**config.mk**
```make
export PLATFORM = sky130hd
export DESIGN_NAME = sbus_nport
export DESIGN_NICKNAME = d
export VERILOG_FILES = /design/src/rtl/sbus_nport.sv
export SDC_FILE = /design/constraint.sdc
export NUM_CORES = 1
export LEC_CHECK = 0
export ABC_CLOCK_PERIOD_IN_PS = 5200
export BUFFER_PORTS_ARGS = -buffer_cell sky130_fd_sc_hd__buf_2
export CAP_MARGIN = 10
export CORE_AREA = 2 2 143 145
export CTS_BUF_LIST = sky130_fd_sc_hd__clkbuf_2 sky130_fd_sc_hd__clkbuf_4 sky130_fd_sc_hd__clkbuf_8
export CTS_CLUSTER_SIZE = 30
export DETAILED_ROUTE_END_ITERATION = 7
export DIE_AREA = 0 0 145 147
export PLACE_DENSITY_LB_ADDON = 0.25
export SYNTH_ARGS = -nofsm -noshare
export SYNTH_HDL_FRONTEND = slang
export SYNTH_SLANG_ARGS = --single-unit
```
**constraint.sdc**
```tcl
create_clock -name clk_i -period 5.2 [get_ports clk_i]
set_clock_uncertainty 0.05 [all_clocks]
set_input_delay 1.04 -clock clk_i [delete_from_list [all_inputs] [get_ports clk_i]]
set_output_delay 1.04 -clock clk_i [all_outputs]
set_load 0.005 [all_outputs]
```
**src/rtl/sbus_nport.sv**
```systemverilog
`default_nettype none
// ============================================================================
// Module   : sbus_nport
// Purpose  : N-master shared-bus arbiter and request mux in front of one
//            AHB master wrapper (fixed-priority or round-robin).
// Revision : 1.0  initial release
// ============================================================================
module sbus_nport #(
  parameter int NUM_M    = 3,
  parameter int DW       = 32,
  parameter int AW       = 32,
  parameter int BCW      = 4,
  parameter int ARB_MODE = 0
) (
  input  logic                  clk_i,
  input  logic                  rst_i,
  // master side
  input  logic [NUM_M*DW-1:0]   m_dat_i,
  input  logic [NUM_M*AW-1:0]   m_adr_i,
  input  logic [NUM_M-1:0]      m_stb_i,
  input  logic [NUM_M-1:0]      m_we_i,
  input  logic [NUM_M*4-1:0]    m_sel_i,
  input  logic [NUM_M*BCW-1:0]  m_burst_cnt_i,
  output logic [DW-1:0]         m_dat_o,
  output logic [NUM_M-1:0]      m_ack_o,
  // wrapper side
  input  logic [DW-1:0]         wrp_dat_i,
  input  logic                  wrp_ack_i,
  input  logic                  wrp_ack_bus_i,
  output logic [DW-1:0]         wrp_dat_o,
  output logic [AW-1:0]         wrp_adr_o,
  output logic                  wrp_we_o,
  output logic [3:0]            wrp_sel_o,
  output logic [BCW-1:0]        wrp_burst_cnt_o,
  output logic                  wrp_stb_o,
  // status
  output logic [NUM_M-1:0]      grant_o,
  output logic                  busy_o
);

  localparam int IW = (NUM_M > 1) ? $clog2(NUM_M) : 1;

  localparam logic [1:0]     c_st_idle    = 2'd0;
  localparam logic [1:0]     c_st_xfer    = 2'd1;
  localparam logic [1:0]     c_st_release = 2'd2;
  localparam logic [IW-1:0]  c_last_rst   = IW'(NUM_M - 1);
  localparam logic [BCW-1:0] c_one        = BCW'(1);

  logic [1:0]       r_state;
  logic [1:0]       w_next;
  logic [IW-1:0]    r_gidx;
  logic [IW-1:0]    r_last;
  logic [BCW-1:0]   r_cnt;
  logic [BCW-1:0]   r_beat;
  logic             r_bus_early;

  logic             w_any;
  logic [IW-1:0]    w_win;
  logic [BCW-1:0]   w_win_bc;
  logic             w_final;
  logic [NUM_M-1:0] w_gvec;

  assign w_any   = |m_stb_i;
  assign w_final = (r_state == c_st_xfer) && wrp_ack_i && (r_beat == (r_cnt - c_one));

  // Fixed priority is a circular search that always starts at index 0.
  always_comb begin
    int   w_base;
    int   w_idx;
    logic w_found;
    w_base  = (ARB_MODE == 1) ? ((int'(r_last) + 1) % NUM_M) : 0;
    w_idx   = 0;
    w_found = 1'b0;
    w_win   = '0;
    for (int i = 0; i < NUM_M; i++) begin
      w_idx = w_base + i;
      if (w_idx >= NUM_M) w_idx = w_idx - NUM_M;
      for (int k = 0; k < NUM_M; k++) begin
        if (!w_found && (k == w_idx) && m_stb_i[k]) begin
          w_win   = IW'(k);
          w_found = 1'b1;
        end
      end
    end
  end

  always_comb begin
    w_win_bc = '0;
    for (int k = 0; k < NUM_M; k++) begin
      if (w_win == IW'(k)) w_win_bc = m_burst_cnt_i[k*BCW +: BCW];
    end
  end

  always_comb begin
    w_gvec          = '0;
    wrp_dat_o       = '0;
    wrp_adr_o       = '0;
    wrp_we_o        = 1'b0;
    wrp_sel_o       = '0;
    wrp_burst_cnt_o = '0;
    for (int k = 0; k < NUM_M; k++) begin
      if (r_gidx == IW'(k)) begin
        w_gvec[k]       = 1'b1;
        wrp_dat_o       = m_dat_i[k*DW +: DW];
        wrp_adr_o       = m_adr_i[k*AW +: AW];
        wrp_we_o        = m_we_i[k];
        wrp_sel_o       = m_sel_i[k*4 +: 4];
        wrp_burst_cnt_o = m_burst_cnt_i[k*BCW +: BCW];
      end
    end
  end

  always_ff @(posedge clk_i or posedge rst_i) begin
    if (rst_i) r_state <= c_st_idle;
    else       r_state <= w_next;
  end

  always_comb begin
    w_next = r_state;
    case (r_state)
      c_st_idle:    if (w_any) w_next = c_st_xfer;
      c_st_xfer:    if (w_final) w_next = c_st_release;
      c_st_release: if (wrp_ack_bus_i || r_bus_early) w_next = c_st_idle;
      default:      w_next = c_st_idle;
    endcase
  end

  always_comb begin
    wrp_stb_o = 1'b0;
    busy_o    = 1'b0;
    grant_o   = '0;
    m_ack_o   = '0;
    m_dat_o   = '0;
    case (r_state)
      c_st_xfer: begin
        wrp_stb_o = 1'b1;
        busy_o    = 1'b1;
        grant_o   = w_gvec;
        m_ack_o   = wrp_ack_i ? w_gvec : '0;
        m_dat_o   = wrp_dat_i;
      end
      c_st_release: begin
        busy_o  = 1'b1;
        grant_o = w_gvec;
      end
      default: ;
    endcase
  end

  // A bus release seen together with the last beat lets RELEASE finish unconditionally.
  always_ff @(posedge clk_i or posedge rst_i) begin
    if (rst_i) begin
      r_gidx      <= '0;
      r_last      <= c_last_rst;
      r_cnt       <= '0;
      r_beat      <= '0;
      r_bus_early <= 1'b0;
    end else begin
      case (r_state)
        c_st_idle: begin
          r_bus_early <= 1'b0;
          if (w_any) begin
            r_gidx <= w_win;
            r_last <= w_win;
            r_cnt  <= (w_win_bc == '0) ? c_one : w_win_bc;
            r_beat <= '0;
          end
        end
        c_st_xfer: begin
          if (wrp_ack_i) begin
            r_beat <= r_beat + c_one;
            if (w_final) r_bus_early <= wrp_ack_bus_i;
          end
        end
        default: ;
      endcase
    end
  end

endmodule
`default_nettype wire

```
==> impl_metrics.toml <==
[clocking]
clock-sinks = 13
cts-buffers-inserted = 3
cts_tree = "built"
post_cts_resized = 0
ctsLongestPathBuffers = 2
cts.hold.buffers_added = 0
htreeDepth = 1
clock-root-buffer = "clkbuf_8"
clk_latency_ns = 0.26
postCtsSetupBuffers = 0
clkTransAtPathRegs_ns = 0.07

[placement]
io_buffers = 370
post-dp-hpwl_um = 11700
place_inst = 1009
globalplace.congestion = 0.863

[power_and_ir_drop]
p_leak_nw = 2.58
max-vdd-ir-drop_mv = 0.133
power_density_mw_per_mm2 = 404

[detailed_routing]
route.detailed.drc = 0
vias = 4138
ant_nets = 0
viasPerCell = 4.08
firstDrtPassIters = 7
first_iter_violations = 118
wire_per_inst_um = 13.7
routed_wl_um = 14000

[synth]
syn_inst = 404
yosysWarnings = 0
ys_async_sr_fraction = 1.00
synthFlopType = "dfrtp_1"
ys_types = 41
syn_area_per_cell_um2 = 6.90
ys_seq_area_frac = 0.117
synth_fp_nets = 667
ys_seq_elements = 13
syn_area_mm2 = 0.00279
synth_edf_count = 0

[die]
start_util = 0.141
die_x_um = 145
die_area_mm2 = 0.0213
placementRows = 52
pin_count = 371
die_height_um = 147
core_mm2 = 0.0198

[timing]
tns_ns = 0
max_freq_mhz = 299
relSlewSlack = 0.548
hold_viol_final = 0
post-route-min-period_ns = 3.35
setup_viol = 0
min_period_over_period = 0.644
rsz0062_at_grt = "no"
slew_viol_final = 0
worst_pin_slew_ns = 0.678

[worst_setup_path]
max_stage_delay_ns = 0.85
cp.arrival_ns = 2.26
slowest_stage = "dfrtp_4"
worst-path-buf-inv = 2
cp_max_fo = 79
required_ns = 4.11
critPathCaptureType = "output port"
worstPathCellList = "buf_12 > mux2i_1 > o22ai_1 > buf_2"
critPathLaunchType = "register"
path_delay_family = "flip-flops"
crit_type = "register to output port"

[status]
status = "completed"

[global_routing]
globalRouteOverflowTotal = 0
grt_pass1_vias = 3990
grtUsageTotal = 0.121
grt_pass1_wl_um = 21100
antenna_found_initial = 4
grt_start_max_net_pins = 80

[hold_path]
hold_class = "register to register"

[layout]
final_cells = 1015
num-nets-final = 1007
synthToLayoutAreaGrowth_pct = 76.7
layout-drive-gt1-share = 0.522

[run]
cap_viol_max_count = 0
## cell families (layout without fill, tap and decap cells)
kind of cell,count (synthesis),after routing,share of synthesized area
flops,13,13,0.117
simple gates,155,155,0.277
compound gates,102,102,0.223
other cells,0,2,0
buf+inv,48,387,0.0677
fa+ha+maj,5,5,0.0224
mux,74,74,0.266
xor+xnor,7,7,0.0278
## cell usage after synthesis, drive strengths merged (3+ instances only)
master / number / share of area
nand2: 86 / 0.12
mux2i: 74 / 0.27
o22ai: 55 / 0.12
and2: 33 / 0.074
clkbuf: 32 / 0.043
o21ai: 25 / 0.045
dfrtp: 13 / 0.12
a21oi: 9 / 0.016
buf: 8 / 0.014
inv: 8 / 0.011
nor2: 8 / 0.011
ha: 5 / 0.022
nor2b: 5 / 0.011
xnor2: 5 / 0.016
nand3b: 4 / 0.011
nand2b: 3 / 0.0067
nor3b: 3 / 0.0081
## layout by cell type (no fill, tap or decap), drive strengths merged, types with 2 or more instances in the layout
| master | n |
|---|---|
| a211oi | 2 |
| clkbuf | 3 |
| diode | 2 |
| o22ai | 55 |
| inv | 8 |
| dfrtp | 13 |
| a21oi | 9 |
| nand2 | 86 |
| nor2b | 5 |
| buf | 375 |
| o21ai | 25 |
| nor2 | 8 |
| xnor2 | 5 |
| nand2b | 3 |
| nand3b | 4 |
| mux2i | 74 |
| nor3b | 3 |
| a21o | 2 |
| a22o | 2 |
| and2 | 33 |
| ha | 5 |
| or3 | 2 |
| nor3 | 2 |
## per-layer routing
metal | up-vias | global-route usage | routed length (um)
met1 | 1775 | 0.138 | 5430
met2 | 228 | 0.229 | 7030
met5 | - | 0 | 27
li1 | 2121 | - | -
met3 | 10 | 0.0410 | 1400
met4 | 4 | 0.00842 | 65
## area by class of cell
class,count,area (um^2)
Antenna cell,2,5.00
Clock buffer,3,41.3
Clock inverter,1,5.00
Fill cell,2243,14900
Inverter,8,30.0
Multi-Input combinational cell,343,2270
Sequential cell,13,333
Tap cell,270,338
Timing Repair Buffer,375,1900
## power breakdown
group / switching, mW / internal, mW
clock: 0.0448 / 0.0532
combinational: 0.792 / 0.803
sequential: 0.155 / 0.143
total: 0.992 / 1.00
## flip-flops by register name (all words and copies together) (netlist names)
name / count
r_bus_early: 1
r_cnt: 4
r_gidx: 2
r_state: 2
r_beat: 4
## worst register-to-register path: stages (launching register included)
cell and delay (ns):
dfrtp_1 0.40, inv_1 0.08, ha_1 0.13, buf_4 0.29, nand2_1 0.36, nor4_4 0.48, nor2_1 0.08, or3_1 0.34
## path summary, 6_finish.rpt
check | slack (ns) | cells after the start | start | endpoint
setup / recovery | 1.85 | 4 | r_gidx[1] | wrp_dat_o[10]
hold / removal | 0.47 | 2 | r_cnt[3] | r_cnt[3]
setup reg to reg | 2.87 | 7 | r_state[1] | r_bus_early
hold reg to reg | 0.47 | 2 | r_cnt[3] | r_cnt[3]
max in group asynchronous | 3.93 | 2 | rst_i | r_gidx[0]
min in group asynchronous | 0.76 | 2 | rst_i | r_cnt[2]
## metrics by stage
stage	utilization	cell area, um^2	hold WS (ns)	setup slack, ns	power [mW]
6_report	0.248	4930	0.470	1.85	1.99
5_1_grt	0.248	4930	0.507	1.69	2.20
3_3_place_gp	0.246	4880	0.448	2.07	1.93
3_5_place_dp	0.246	4880	0.459	2.11	1.93
2_1_floorplan	-	2790	0.419	2.66	1.25
4_1_cts	0.248	4920	0.474	1.82	2.03
(Power assumes the default switching activity.)
